--- config.mk ---
export PLATFORM = sky130hd
export DESIGN_NAME = ringosc_freq_meter
export DESIGN_NICKNAME = d
export VERILOG_FILES = /design/src/rtl/ringosc_freq_meter.sv
export SDC_FILE = /design/constraint.sdc
export NUM_CORES = 1
export LEC_CHECK = 0
export CORE_UTILIZATION = 40
export CTS_CLUSTER_DIAMETER = 150
export DETAILED_ROUTE_END_ITERATION = 7
export HOLD_SLACK_MARGIN = 0.08
export MAX_ROUTING_LAYER = met4
export SYNTH_ARGS = -nofsm -noshare
export SYNTH_HDL_FRONTEND = slang
export SYNTH_SLANG_ARGS = --single-unit
--- constraint.sdc ---
create_clock -name clk -period 2.9 [get_ports clk]
set_input_delay 0.58 -clock clk [delete_from_list [all_inputs] [get_ports clk]]
set_output_delay 0.58 -clock clk [all_outputs]
set_load 0.1 [all_outputs]
--- src/rtl/ringosc_freq_meter.sv ---
// Purpose : ring-oscillator frequency meter; counts synchronized rising edges of osc_in over a window of clk cycles.
// Latency : osc_in edge reaches the counter 3 clk cycles after it arrives; the result appears SETTLE+N+1 cycles after start.
// Backpressure: none; start is a level request taken only in IDLE, and the result is held until the next done.
//
// Ports:
//   clk, rst        system clock, asynchronous active-high reset
//   start           measurement request (sampled in IDLE only)
//   gate_cycles     window length in clk cycles, 0 encodes 2^GATE_W; latched at acceptance
//   osc_in          ring oscillator output, asynchronous to clk
//   osc_en          oscillator enable
//   busy            measurement in progress
//   done            one-cycle result strobe
//   count/overflow  saturating edge count of the last window and its saturation flag
//
// Build option: define RINGOSC_FM_CONTINUOUS_EN to keep measuring back-to-back
// windows while start stays high (no re-warm-up between windows).
module ringosc_freq_meter #(
    parameter int GATE_W = 8,
    parameter int CNT_W  = 8,
    parameter int SETTLE = 4     // must be >= 3 so the synchronizer and history flops are flushed
) (
    input  logic              clk,
    input  logic              rst,
    input  logic              start,
    input  logic [GATE_W-1:0] gate_cycles,
    input  logic              osc_in,
    output logic              osc_en,
    output logic              busy,
    output logic              done,
    output logic [CNT_W-1:0]  count,
    output logic              overflow
);

    localparam int SETTLE_W = (SETTLE > 2) ? $clog2(SETTLE) : 1;
    // One down-counter serves both the warm-up and the gate window.
    localparam int TMR_W    = (GATE_W > SETTLE_W) ? GATE_W : SETTLE_W;

    localparam logic [1:0] ST_IDLE   = 2'd0;
    localparam logic [1:0] ST_WARMUP = 2'd1;
    localparam logic [1:0] ST_GATE   = 2'd2;
    localparam logic [1:0] ST_DONE   = 2'd3;

    logic [1:0]        state;
    logic [GATE_W-1:0] gate_lat;
    logic [TMR_W-1:0]  tmr;
    logic [CNT_W-1:0]  cnt;
    logic              cnt_ovf;

    logic              sync1;
    logic              sync2;
    logic              hist;
    logic              edge_det;

    logic [GATE_W-1:0] gate_m1;
    logic [CNT_W-1:0]  cnt_nxt;
    logic              ovf_nxt;

`ifdef RINGOSC_FM_CONTINUOUS_EN
    // Cleared as soon as start drops, so the run ends after the current window
    // even if start comes back before that window's done.
    logic              run;
`endif

    // ------------------------------------------------------------------
    // osc_in synchronizer plus history flop for rising-edge detection.
    // ------------------------------------------------------------------
    always_ff @(posedge clk or posedge rst) begin
        if (rst) begin
            sync1 <= 1'b0;
            sync2 <= 1'b0;
            hist  <= 1'b0;
        end else begin
            sync1 <= osc_in;
            sync2 <= sync1;
            hist  <= sync2;
        end
    end

    assign edge_det = sync2 & ~hist;

    // Window length minus one; wraps 0 -> all-ones, which gives the 2^GATE_W window.
    assign gate_m1 = gate_lat - 1'b1;

    // Saturating increment; an edge seen at full scale only raises the overflow flag.
    always_comb begin
        cnt_nxt = cnt;
        ovf_nxt = cnt_ovf;
        if (edge_det) begin
            if (&cnt) begin
                ovf_nxt = 1'b1;
            end else begin
                cnt_nxt = cnt + 1'b1;
            end
        end
    end

    // ------------------------------------------------------------------
    // Control FSM
    // ------------------------------------------------------------------
    always_ff @(posedge clk or posedge rst) begin
        if (rst) begin
            state    <= ST_IDLE;
            gate_lat <= '0;
            tmr      <= '0;
            cnt      <= '0;
            cnt_ovf  <= 1'b0;
            done     <= 1'b0;
            count    <= '0;
            overflow <= 1'b0;
`ifdef RINGOSC_FM_CONTINUOUS_EN
            run      <= 1'b0;
`endif
        end else begin
            done <= 1'b0;
`ifdef RINGOSC_FM_CONTINUOUS_EN
            if (state != ST_IDLE && !start) begin
                run <= 1'b0;
            end
`endif
            case (state)
                ST_IDLE: begin
                    if (start) begin
                        gate_lat <= gate_cycles;
                        tmr      <= TMR_W'(SETTLE - 1);
                        cnt      <= '0;
                        cnt_ovf  <= 1'b0;
                        state    <= ST_WARMUP;
`ifdef RINGOSC_FM_CONTINUOUS_EN
                        run      <= 1'b1;
`endif
                    end
                end

                ST_WARMUP: begin
                    if (tmr == '0) begin
                        tmr   <= TMR_W'(gate_m1);
                        state <= ST_GATE;
                    end else begin
                        tmr <= tmr - 1'b1;
                    end
                end

                ST_GATE: begin
                    cnt     <= cnt_nxt;
                    cnt_ovf <= ovf_nxt;
                    if (tmr == '0) begin
                        // Publish including an edge detected on this final window cycle.
                        count    <= cnt_nxt;
                        overflow <= ovf_nxt;
                        done     <= 1'b1;
                        state    <= ST_DONE;
                    end else begin
                        tmr <= tmr - 1'b1;
                    end
                end

                default: begin // ST_DONE
                    state <= ST_IDLE;
`ifdef RINGOSC_FM_CONTINUOUS_EN
                    if (run && start) begin
                        tmr     <= TMR_W'(gate_m1);
                        cnt     <= '0;
                        cnt_ovf <= 1'b0;
                        state   <= ST_GATE;
                    end
`endif
                end
            endcase
        end
    end

    // Decoded from the state register so reset drops them without waiting for a clock.
    assign busy = (state != ST_IDLE);

`ifdef RINGOSC_FM_CONTINUOUS_EN
    assign osc_en = (state != ST_IDLE);
`else
    assign osc_en = (state == ST_WARMUP) || (state == ST_GATE);
`endif

endmodule

Yosys cells after proc, flatten, opt, wreduce, memory -nomap -nowiden
Cells that the tools add are included.

storage, ports and cells
  flip-flop bits (word level) = 40
  bits in latches = 0
  bits in writable memories = 0
  ROM bits = 0
  bits of input ports = 12
  output and inout port bits = 12
  word-level logic and storage cells = 52
  memories = 0

operators by class
  $add $sub $neg = 3
  multiply operators = 0
  divide/modulo/power cells = 0
  order comparisons = 0
  eq/ne operators = 6
  shift-type cells = 0
  multiplexer cells = 18
  bitwise logic cells = 2
  reduce and logical (&&, ||, !) cells = 12

operators with widths
  kind                                                  number
  2-to-1 mux 8 bit                                      6
  one-hot mux 8 bit (3 select lines)                    1
  one-hot mux 8 bit (2 select lines)                    1
  subtractor 8 x 1 -> 8 bit (second input constant)     2
  adder 8 x 1 -> 8 bit (second input constant)          1
  zero test 8 bit                                       1
  != test 2 bit (second input constant)                 4
  AND reduction 8 bit                                   1
  2-to-1 mux 2 bit                                      3
  one-hot mux 2 bit (3 select lines)                    1
  AND reduction 2 bit                                   3
  AND reduction 3 bit                                   2
  2-to-1 mux 1 bit                                      5
  nonzero test 2 bit                                    2
  nonzero test 3 bit                                    1
  equality test 2 x 1 -> 1 bit (second input constant)  1
  equality test 2 bit (second input constant)           1
  zero test 2 bit                                       1
  one-hot mux 1 bit (2 select lines)                    1
  AND 1 bit                                             1
  logical OR 1 bit                                      1
  inverter 1 bit                                        1

Longest topological paths before layout
Gate-level depths: netlist (run 1).

  depth after elaboration = 4
  gate-level depth with buffers = 8
  depth with buffers taken out = 7

Worst setup path before layout (run 1)
Ideal clock, no wire load.

  kind = register to register
  start = register state[0]
  end = register tmr[4]
  setup time = 0.083 ns
  data arrival time = 2.294 ns
  required time = 2.817 ns
  path slack = 0.523 ns
  stages on the path, launching flop included = 7
  path buffers = 0
  period minus slack after synthesis = 2.377 ns
  cell sequence = dfrtp_1 inv_1 ha_1 nor3b_2 nand2_2 o32a_1 o21ai_0

between the ends
  word-level cells in the longest chain between the ends = 3
  elaborated cells on any way between the ends = 8
  those cells by class = 4 x eq/ne; 1 x mux; 3 x reduce/logical

ends and longest elaborated chain
  element                                                               RTL line  source
  start: declaration                                                    43        logic [1:0] state;
  start signal: assignment                                              102       state <= ST_IDLE;
  start signal: assignment                                              127       state <= ST_WARMUP;
  start signal: assignment                                              137       state <= ST_GATE;
  equality test 2 bit (tied with other cells)                           120       case (state)
  != test 2 bit (no source line) or nonzero test 3 bit (tied branches)  -
  AND reduction 3 bit (no source line)                                  -
  end signal: assignment                                                124       tmr <= TMR_W'(SETTLE - 1);
  end signal: assignment                                                136       tmr <= TMR_W'(gate_m1);
  end signal: assignment                                                139       tmr <= tmr - 1'b1;
  end: declaration                                                      45        logic [TMR_W-1:0] tmr;

Parallel ways exist; a longest one is shown, timed or not.
A chain may end at the register's enable or synchronous reset.

Worst setup path after layout (run 1)
  start = register tmr[0]
  end = register tmr[3]

between the ends
  word-level cells in the longest chain between the ends = 3
  elaborated cells on any way between the ends = 7
  those cells by class = 1 x add/sub; 1 x eq/ne; 3 x mux; 2 x reduce/logical

ends and longest elaborated chain
  element                                                                    RTL line  source
  subtractor 8 x 1 -> 8 bit or zero test 8 bit (tied branches)               -
  2-to-1 mux 8 bit (tied with other cells)                                   146       if (tmr == '0) begin
  one-hot mux 8 bit (3 select lines) or AND reduction 3 bit (tied branches)  -

Parallel ways exist; a longest one is shown, timed or not. The select of a mux whose other input is x is not followed.

==> results of run 1 <==
cell usage after synthesis, types with 7 or more instances:
cell      count  area, sq um
nand2_1      26        97.59
inv_1        14        52.55
a21oi_1       7        35.03
mux2_2       14        157.7
dfrtp_1      40         1001
nand2b_1      7        43.79
nor2_1       13        48.80
ha_1          8        100.1
nand3_1       9        45.04
o21ai_0      17        85.08
sequential cells by signal, indices dropped and copies added (netlist names):
name      flops
gate_lat      8
overflow      1
state         2
done          1
cnt_ovf       1
hist          1
tmr           8
cnt           8
count         8
sync2         1
sync1         1
worst min-delay path by stage:
| stage | from | to | cells past startpoint |
|---|---|---|---|
| floorplan | sync1 | sync2 | 0 |
| global placement | sync1 | sync2 | 0 |
| detailed placement | sync1 | sync2 | 0 |
| CTS | sync1 | sync2 | 0 |
| global route | sync1 | sync2 | 0 |
| finish | sync1 | sync2 | 0 |
metrics by stage:
step,hold slack [ps],utilization,power [mW],setup WS (ps)
after floorplan,331.2,-,0.7344,523.0
after global placement,332.0,0.4764,0.7870,555.5
after detailed placement,334.7,0.4764,0.7884,453.8
after CTS,352.9,0.4992,1.323,655.7
after global routing,356.2,0.4992,1.371,480.5
final,351.6,0.4992,1.310,660.3
cell type report:
class                   count  area, sq um  area share
clock buffers               5        68.82     0.02443
clock inverters             2        60.06     0.02132
inverters                  14        52.55     0.01866
multi-input cells         183         1314      0.4665
flip-flops and latches     40         1001      0.3554
well taps                  72        90.09     0.03199
repair buffers             27        230.2     0.08174
per-layer routing:
metal / wire length, um / up-vias
met3: 242 / 7
met1: 2695 / 896
li1: - / 944
met2: 2113 / 51
met5: 0 / -
met4: 65 / 0
report_power, final:
part           total (mW)  switching [mW]  internal, mW  leakage (nW)
registers           0.635          0.0507         0.585         0.506
logic               0.141          0.0701        0.0707         0.705
clock network       0.534           0.195         0.339        0.0642
total                1.31           0.316         0.994          1.28
critical path, delay by kind of cell (launching register included):
family,cells,cell delay [ps]
AOI/OAI and AO/OA,2,250
adders and majority gates,1,150
DFF,1,440
buffers and inverters,1,100
and+or+nand+nor,2,810
muxes,1,380
kinds of logic after synthesis:
kind of cell / synth area share
AOI/OAI and AO/OA: 0.1833
xor gates and xnor gates: 0.03665
adders and majority gates: 0.04189
buffers and inverters: 0.03141
DFF: 0.4188
muxes: 0.08691
and+or+nand+nor: 0.2010
==> summary.txt, run 1 <==
Timing
  • Fin crit share: 0.7723
  • Setup_tns: 0 ps
  • Max-slew violation count: 0
  • Final Hold Vio Count: 0
  • Fmax: 0.4465 GHz
  • Worst slew pin tran: 606.8 ps
  • Relative slew slack: 0.5937
  • Worst Skew: 10.57 ps
  • RSZ-0062 raised after global routing: no
  • Period minus WS final: 2240 ps
  • Final setup viols: 0

Place
  • Number of port buffers: 23
  • Placed Cells: 336
  • HPWL Detailed: 3764 um
  • Final Wtd Congestion: 0.8583
  • Placed cell area: 2688 sq um

Synthesis
  • Seq cells post-synth: 40
  • Number of synthesized flops with an enable pin: 0
  • Yosys cell types: 56
  • Mapped Area: 2390 sq um
  • Asr flop ratio synth: 1.000
  • Post-synthesis sequential area ratio: 0.4188
  • Most used DFF post-synth: dfrtp_1
  • Cells after Synth: 243
  • Syn Nets: 263
  • Ys Warns: 0
  • Syn Area/Cell: 9.835 sq um

Clocking
  • TritonCTS clock tree: done
  • Inserted Clock Buffers: 5
  • Hold-fix buffers, CTS: 0
  • CTS Buffer Depth: 2
  • Setup Buffers After CTS: 0
  • CTS-repair resized insts: 0
  • Worst-path clk slew: 80 ps
  • Insertion delay to the later sink of the worst-skew pair: 290 ps
  • CTS Root Cell: clkbuf_8
  • Clock Sinks: 40
  • H-Tree Depth: 2

GRT
  • Met3 usage: 0.03333
  • GRT Residual Overflow: 0
  • Initial antenna violation count: 0
  • Total GRT Usage: 0.1875
  • GR Util met2: 0.2526
  • Vias in the first global route: 1730
  • Largest net degree at the start of global routing: 41
  • GRT met1 Usage: 0.2779
  • Global route hottest layer: met1
  • First-pass GRT wire length: 8811 um

Finish
  • Final nets: 291
  • Fin area: 2816 sq um
  • Layout Area Growth over Synthesis: 17.85%
  • Share of layout cells above drive strength 1: 0.1882
  • Commonest cells after routing, fill and taps aside: dfrtp_1, nand2_1, o21ai_0, buf_4
  • Final non-filler cell total: 343
  • Ant diodes: 0
  • Commonest non-fill, non-tap cell in the layout: dfrtp_1
  • Fillers: 552

Route
  • Final ANT Viol Nets: 0
  • Final WL: 5117 um
  • Remaining DRCs: 0
  • Initial DRC count: 150
  • Wire length per cell: 14.92 um
  • Vias: 1898
  • Avg Vias per Cell: 5.534
  • Drt pass-1 iters: 4

Floorplanning
  • Die Width: 79.30 um
  • Core area: 5642 sq um
  • Num rows: 27
  • Die boundary height: 79.30 um
  • Starting Density: 0.4236
  • IO Count: 24
  • Die ar.: 6288 sq um

Worst setup path
  • R2R depth: 7
  • Worst Setup EP: tmr[3]
  • Reg2reg start: tmr[0]
  • Critical path capture point type: register
  • Critical Path Max Stage Delay: 490 ps
  • CP cell instances: inv_1 -> ha_1 -> or3b_2 -> nor3_2 -> mux2_2 -> a22oi_1 -> o2bb2ai_1
  • Crit path launch type: register
  • Critical Path Start: tmr[0]
  • Crit path arrival time: 2420 ps
  • Critical setup path kind: register to register
  • Crit path required time: 3080 ps
  • Slowest library cell on the worst path: or3b_2
  • CP Max Fanout: 6
  • RR Endpoint: tmr[3]
  • Worst reg2reg setup slack: 660 ps

Worst hold path
  • Hold Crit Class: register to register

Flow run
  • Number of max-cap violations: 0

Outcome
  • Status: complete, no violations

Pwr
  • Lkg Pwr: 1.276 nW
  • Max VDD drop: 0.2935 mV
  • Total power per unit cell area: 465.2 nW/um^2
Power figures use the tool's default switching activity.
==> run 2: changes to the inputs <==
clock period = 2.3 ns   (was 2.9 ns; I/O delays follow)
==> run 2 against run 1 <==
Net effect:
- cell count rose by 2.6%
- via count unchanged
- total power increased by 11%
- critical path type unchanged
- sequential share of layout area fell by 0.62 points
- first-iteration DRC count rose by 2.7%
- highest routed layer unchanged
- largest cell class unchanged
- clock skew fell by 8.2 ps
- clock power is 13% lower
- clock-buffer cell count up 2
- critical endpoint unchanged
- global-route usage is 0.52 points higher
==> summary.txt, run 2 (synthesized netlist as in run 1, its figures left out) <==
Clocking
  • Clock Sinks: 40 (unchanged)
  • CTS Buffer Depth: 2 (unchanged)
  • TritonCTS clock tree: done
  • H-Tree Depth: 2 (unchanged)
  • Setup Buffers After CTS: 0 (unchanged)
  • CTS Root Cell: clkbuf_8
  • Insertion delay to the later sink of the worst-skew pair: 290 ps (about the same)
  • Inserted Clock Buffers: 5 (unchanged)
  • Worst-path clk slew: 80 ps (about the same)

Route
  • Vias: 1898 (unchanged)
  • Drt pass-1 iters: 4 (unchanged)
  • Initial DRC count: 154 (+2.7%)
  • Final ANT Viol Nets: 0 (unchanged)
  • Avg Vias per Cell: 5.392 (-2.6%)
  • Remaining DRCs: 0 (unchanged)
  • Final WL: 5293 um (+3.4%)
  • Wire length per cell: 15.04 um (+0.79%)

Floorplanning
  • Die ar.: 6288 sq um (unchanged)
  • Core area: 5642 sq um (unchanged)
  • Die boundary height: 79.30 um (unchanged)
  • Die Width: 79.30 um (unchanged)
  • Starting Density: 0.4236 (unchanged)
  • Num rows: 27 (unchanged)
  • IO Count: 24 (unchanged)

Place
  • Number of port buffers: 23 (unchanged)
  • Final Wtd Congestion: 0.9288 (+8.2%)
  • Placed Cells: 344 (+2.4%)
  • HPWL Detailed: 3832 um (+1.8%)
  • Placed cell area: 2775 sq um (+3.3%)

Worst setup path
  • R2R depth: 7 (unchanged)
  • Critical Path Start: tmr[0]
  • Crit path required time: 2480 ps (-600 ps)
  • Crit path launch type: register
  • Critical path capture point type: register
  • Critical setup path kind: register to register
  • CP Max Fanout: 6 (unchanged)
  • Crit path arrival time: 2340 ps (-80 ps)
  • Reg2reg start: tmr[0]

Worst hold path
  • Worst hold path depth: 0 (unchanged)
  • Hold Crit Class: register to register
  • Hold path start: sync1

Pwr
  • Final Power: 1.451 mW (+11%)
  • Total power per unit cell area: 506.1 nW/um^2 (+8.8%)
  • Max VDD drop: 0.3257 mV (+11%)
  • Lkg Pwr: 1.320 nW (+3.5%)

GRT
  • First-pass GRT wire length: 8914 um (+1.2%)
  • Vias in the first global route: 1764 (+2.0%)
  • GRT Residual Overflow: 0 (unchanged)
  • Initial antenna violation count: 0 (unchanged)
  • Largest net degree at the start of global routing: 41 (unchanged)
  • Total GRT Usage: 0.1928 (+0.005243)

Finish
  • Layout Area Growth over Synthesis: 19.95%
  • Final nets: 299 (+2.7%)
  • Final non-filler cell total: 352 (+2.6%)
  • Fin area: 2867 sq um (+1.8%)
  • Commonest non-fill, non-tap cell in the layout: dfrtp_1
  • Ant diodes: 0 (unchanged)
  • Commonest cells after routing, fill and taps aside: dfrtp_1, nand2_1, buf_4, o21ai_0
  • Share of layout cells above drive strength 1: 0.2107 (+0.02252)

Timing
  • Period minus WS final: 2165 ps (-74.51 ps)
  • Fmax: 0.4618 GHz (+3.4%)
  • Relative slew slack: 0.6236 (+0.02990)
  • Max-slew violation count: 0 (unchanged)
  • Final Hold Vio Count: 0 (unchanged)
  • Fin crit share: 0.9414 (+0.1691)
  • Final hold slack: 358.4 ps (+6.769 ps)
  • Final setup viols: 0 (unchanged)
  • Worst slew pin tran: 560.8 ps (-45.95 ps)
  • Worst Skew: 2.393 ps (-8.175 ps)
  • Setup_tns: 0 ps (unchanged)
  • RSZ-0062 raised after global routing: no

Flow run
  • Number of max-cap violations: 0 (unchanged)

Outcome
  • Status: complete, no violations
## run 2: changes by cell type in the layout (fill, tap and decap cells not counted), moves of 2 or more
| cell | before | now |
|---|---|---|
| bufinv_16 | 2 | 0 |
| buf_4 | 16 | 22 |
| clkbuf_1 | 0 | 2 |
| buf_12 | 0 | 2 |
## run 2: area by class of cell
cell class	count	area, sq um
Multi-Input combinational cell	183	1323
Inverter	14	52.55
Timing Repair Buffer	35	315.3
Clock inverter	1	8.758
Fill cell	508	2775
Tap cell	72	90.09
Sequential cell	40	1001
Clock buffer	7	76.32
## run 2: timing repair
action	4_1_cts	5_1_grt
hold buffers	0	0
endpoints found under the setup margin	0	1
gates resized for setup	0	1
## run 2: power by group
group / leakage, nW / total [mW] / switching (mW) / internal, mW
combinational: 0.771 / 0.188 / 0.0923 / 0.0956
clock: 0.0424 / 0.465 / 0.248 / 0.217
sequential: 0.506 / 0.798 / 0.0608 / 0.737
total: 1.32 / 1.45 / 0.401 / 1.05
## run 2: worst paths after layout
check | endpoint | slack (ps)
worst max-delay path | tmr[3] | 130
worst min-delay path | sync2 | 360
worst max register to register | tmr[3] | 130
worst min register to register | sync2 | 360
max in group asynchronous | sync2 | 1350
min in group asynchronous | count[6] | 580
## run 2: critical path, stage by stage (launching register included)
cell and delay (ps):
dfrtp_1 430, inv_1 100, ha_1 160, or3b_2 500, nor3_4 240, mux2_2 370, a22oi_1 150, o2bb2ai_1 100
## run 2: metrics by stage
stage	setup slack, ps	utilization
CTS	87.20	0.5070
detailed placement	114.2	0.4919
finish	134.8	0.5081
global route	61.27	0.5081
global placement	197.7	0.4919
floorplan	209.5	-
## run 2: per-layer routing
layer  global-route usage  wire (um)  vias up
met2               0.2491       2263       37
met4              0.07455         75        0
met3              0.03218        187        5
met5                    -          0        -
li1                     -          -      950
met1               0.2939       2767      906
==> run 3: changes to the inputs <==
--- a/config.mk
+++ b/config.mk
@@ -8,3 +8,2 @@
 export CORE_UTILIZATION = 40
-export CTS_CLUSTER_DIAMETER = 150
 export DETAILED_ROUTE_END_ITERATION = 7
==> constraint.sdc (replaced) <==
create_clock -name clk -period 2.3 [get_ports clk]
set_input_delay 0.23 -clock clk [delete_from_list [all_inputs] [get_ports clk]]
set_output_delay 0.23 -clock clk [all_outputs]
set_load 0.1 [all_outputs]
==> run 3 against run 2 <==
Net effect:
- critical path depth did not move
- final area fell by 0.83%
- via count rose by 1.4%
- clock skew rose by 4.9 ps
- wire length barely moved
- critical path type unchanged
- critical endpoint unchanged
==> summary.txt, run 3 (synthesized netlist as in run 1, its figures left out) <==
Worst setup path
  • Crit path arrival time: 2320 ps (-20 ps)
  • Critical setup path kind: register to register
  • Crit path required time: 2490 ps (about the same)
  • RR Endpoint: tmr[3]
  • Critical Path Start: tmr[0]
  • Worst Setup EP: tmr[3]
  • CP Max Fanout: 6 (unchanged)
  • CP cell instances: inv_1 -> ha_1 -> or3b_2 -> nor3_2 -> mux2_2 -> a22oi_1 -> o2bb2ai_1
  • Reg2reg start: tmr[0]
  • Critical Path Max Stage Delay: 490 ps (about the same)
  • Critical path capture point type: register
  • R2R depth: 7 (unchanged)
  • Slowest library cell on the worst path: or3b_2
  • Worst reg2reg setup slack: 160 ps (+30 ps)
  • Crit path launch type: register

Route
  • Initial DRC count: 117 (-24%)
  • Drt pass-1 iters: 4 (unchanged)
  • Final WL: 5294 um (about the same)
  • Wire length per cell: 15.08 um (+0.30%)
  • Vias: 1925 (+1.4%)
  • Avg Vias per Cell: 5.484 (+1.7%)
  • Remaining DRCs: 0 (unchanged)
  • Final ANT Viol Nets: 0 (unchanged)

Clocking
  • Hold-fix buffers, CTS: 0 (unchanged)
  • Clock Sinks: 40 (unchanged)
  • TritonCTS clock tree: done
  • Worst-path clk slew: 80 ps (about the same)
  • CTS Root Cell: clkbuf_8
  • Inserted Clock Buffers: 5 (unchanged)
  • CTS Buffer Depth: 2 (unchanged)
  • H-Tree Depth: 2 (unchanged)
  • Insertion delay to the later sink of the worst-skew pair: 290 ps (about the same)

Timing
  • RSZ-0062 raised after global routing: no
  • Max-slew violation count: 0 (unchanged)
  • Worst slew pin tran: 584.4 ps (+23.58 ps)
  • Setup ws final: 162.4 ps (+27.68 ps)
  • Fin crit share: 0.9294 (-0.01203)
  • Relative slew slack: 0.6078 (-0.01582)
  • Setup_tns: 0 ps (unchanged)
  • Fmax: 0.4678 GHz (+1.3%)
  • Final Hold Vio Count: 0 (unchanged)
  • Final setup viols: 0 (unchanged)
  • Period minus WS final: 2138 ps (-27.68 ps)
  • Worst Skew: 7.325 ps (+4.931 ps)

Floorplanning
  • Die Width: 79.30 um (unchanged)
  • Core area: 5642 sq um (unchanged)
  • IO Count: 24 (unchanged)
  • Die ar.: 6288 sq um (unchanged)
  • Num rows: 27 (unchanged)
  • Starting Density: 0.4236 (unchanged)
  • Die boundary height: 79.30 um (unchanged)

Finish
  • Commonest non-fill, non-tap cell in the layout: dfrtp_1
  • Final nets: 298 (-0.33%)
  • Commonest cells after routing, fill and taps aside: dfrtp_1, nand2_1, buf_4, o21ai_0
  • Fillers: 525 (+3.3%)
  • Multi-input gate area: 1323 sq um (unchanged)
  • Share of layout cells above drive strength 1: 0.2151 (+0.004339)
  • Storage cell area: 1001 sq um (unchanged)
  • Ant diodes: 0 (unchanged)
  • Layout Area Growth over Synthesis: 18.95%

GRT
  • Total GRT Usage: 0.1948 (+0.001979)
  • Vias in the first global route: 1781 (+0.96%)
  • Largest net degree at the start of global routing: 41 (unchanged)
  • Initial antenna violation count: 0 (unchanged)
  • First-pass GRT wire length: 9052 um (+1.5%)
  • GRT Residual Overflow: 0 (unchanged)

Place
  • Number of port buffers: 23 (unchanged)
  • Final Wtd Congestion: 0.8695 (-6.4%)
  • HPWL Detailed: 3820 um (-0.30%)
  • Pre-CTS WS: 134.0 ps (+19.83 ps)

Pwr
  • Lkg Pwr: 1.292 nW (-2.1%)
  • Total power per unit cell area: 520.8 nW/um^2 (+2.9%)
  • Max VDD drop: 0.3931 mV (+21%)

Outcome
  • Status: complete, no violations

Worst hold path
  • Worst hold path depth: 0 (unchanged)
  • Hold Crit Class: register to register

Flow run
  • Number of max-cap violations: 0 (unchanged)
-- run 3: cell types whose count changed in the layout (fill, tap and decap cells not counted), sizes merged --
cell      previous run  this run
buf                 24        23
clkinv               1         0
clkinvlp             0         1
-- run 3: power breakdown --
group / switching (mW) / total (mW) / internal (mW) / leakage [nW]
clock network: 0.252 / 0.496 / 0.244 / 0.0445
registers: 0.0606 / 0.798 / 0.737 / 0.506
logic: 0.0914 / 0.187 / 0.0957 / 0.741
-- run 3: worst min path at each step --
stage | end | start
6_report | sync2 | sync1
5_1_grt | sync1 | osc_in
4_1_cts | sync2 | sync1
3_5_place_dp | sync2 | sync1
3_3_place_gp | sync2 | sync1
2_1_floorplan | sync1 | osc_in
-- run 3: area by class of cell --
| cell class | count | area share |
|---|---|---|
| clock inverter | 1 | 0.002641 |
| sequential | 40 | 0.3521 |
| timing repair buffer | 34 | 0.09947 |
| inverter | 14 | 0.01849 |
| multi-input combinational | 183 | 0.4652 |
| clock buffer | 7 | 0.03037 |
| tap | 72 | 0.03169 |
-- run 3: per-stage QoR --
step	total power, mW	instances	instance area [sq um]	utilization	hold slack [ps]
after floorplan	0.9260	243	2392	-	261.4
after global placement	0.9948	343	2743	0.4861	333.5
after detailed placement	0.9961	343	2743	0.4861	337.3
after CTS	1.499	351	2836	0.5028	355.1
after global routing	1.569	351	2843	0.5039	358.0
final	1.480	351	2843	0.5039	352.0
-- run 3: timing repair --
item	4_1_cts	5_1_grt
hold endpoints to repair	0	0
setup buffers	0	0
gates resized for setup	0	1
setup endpoints to repair	0	1
-- run 3: routing by layer --
layer  GRT usage  up-vias  share of wire
met5           -        -              0
met3     0.03563        4          0.042
met2      0.2603       39           0.42
met1      0.2912      928           0.53
li1            -      954              -
met4     0.06545        0          0.011
-- run 3: worst max-delay path: cells and delay by family (launching register included) --
kind	cells	cell delay (ps)
compound gates	2	240
mux	1	370
buf+inv	1	100
fa+ha+maj	1	160
simple gates	2	740
flops	1	430
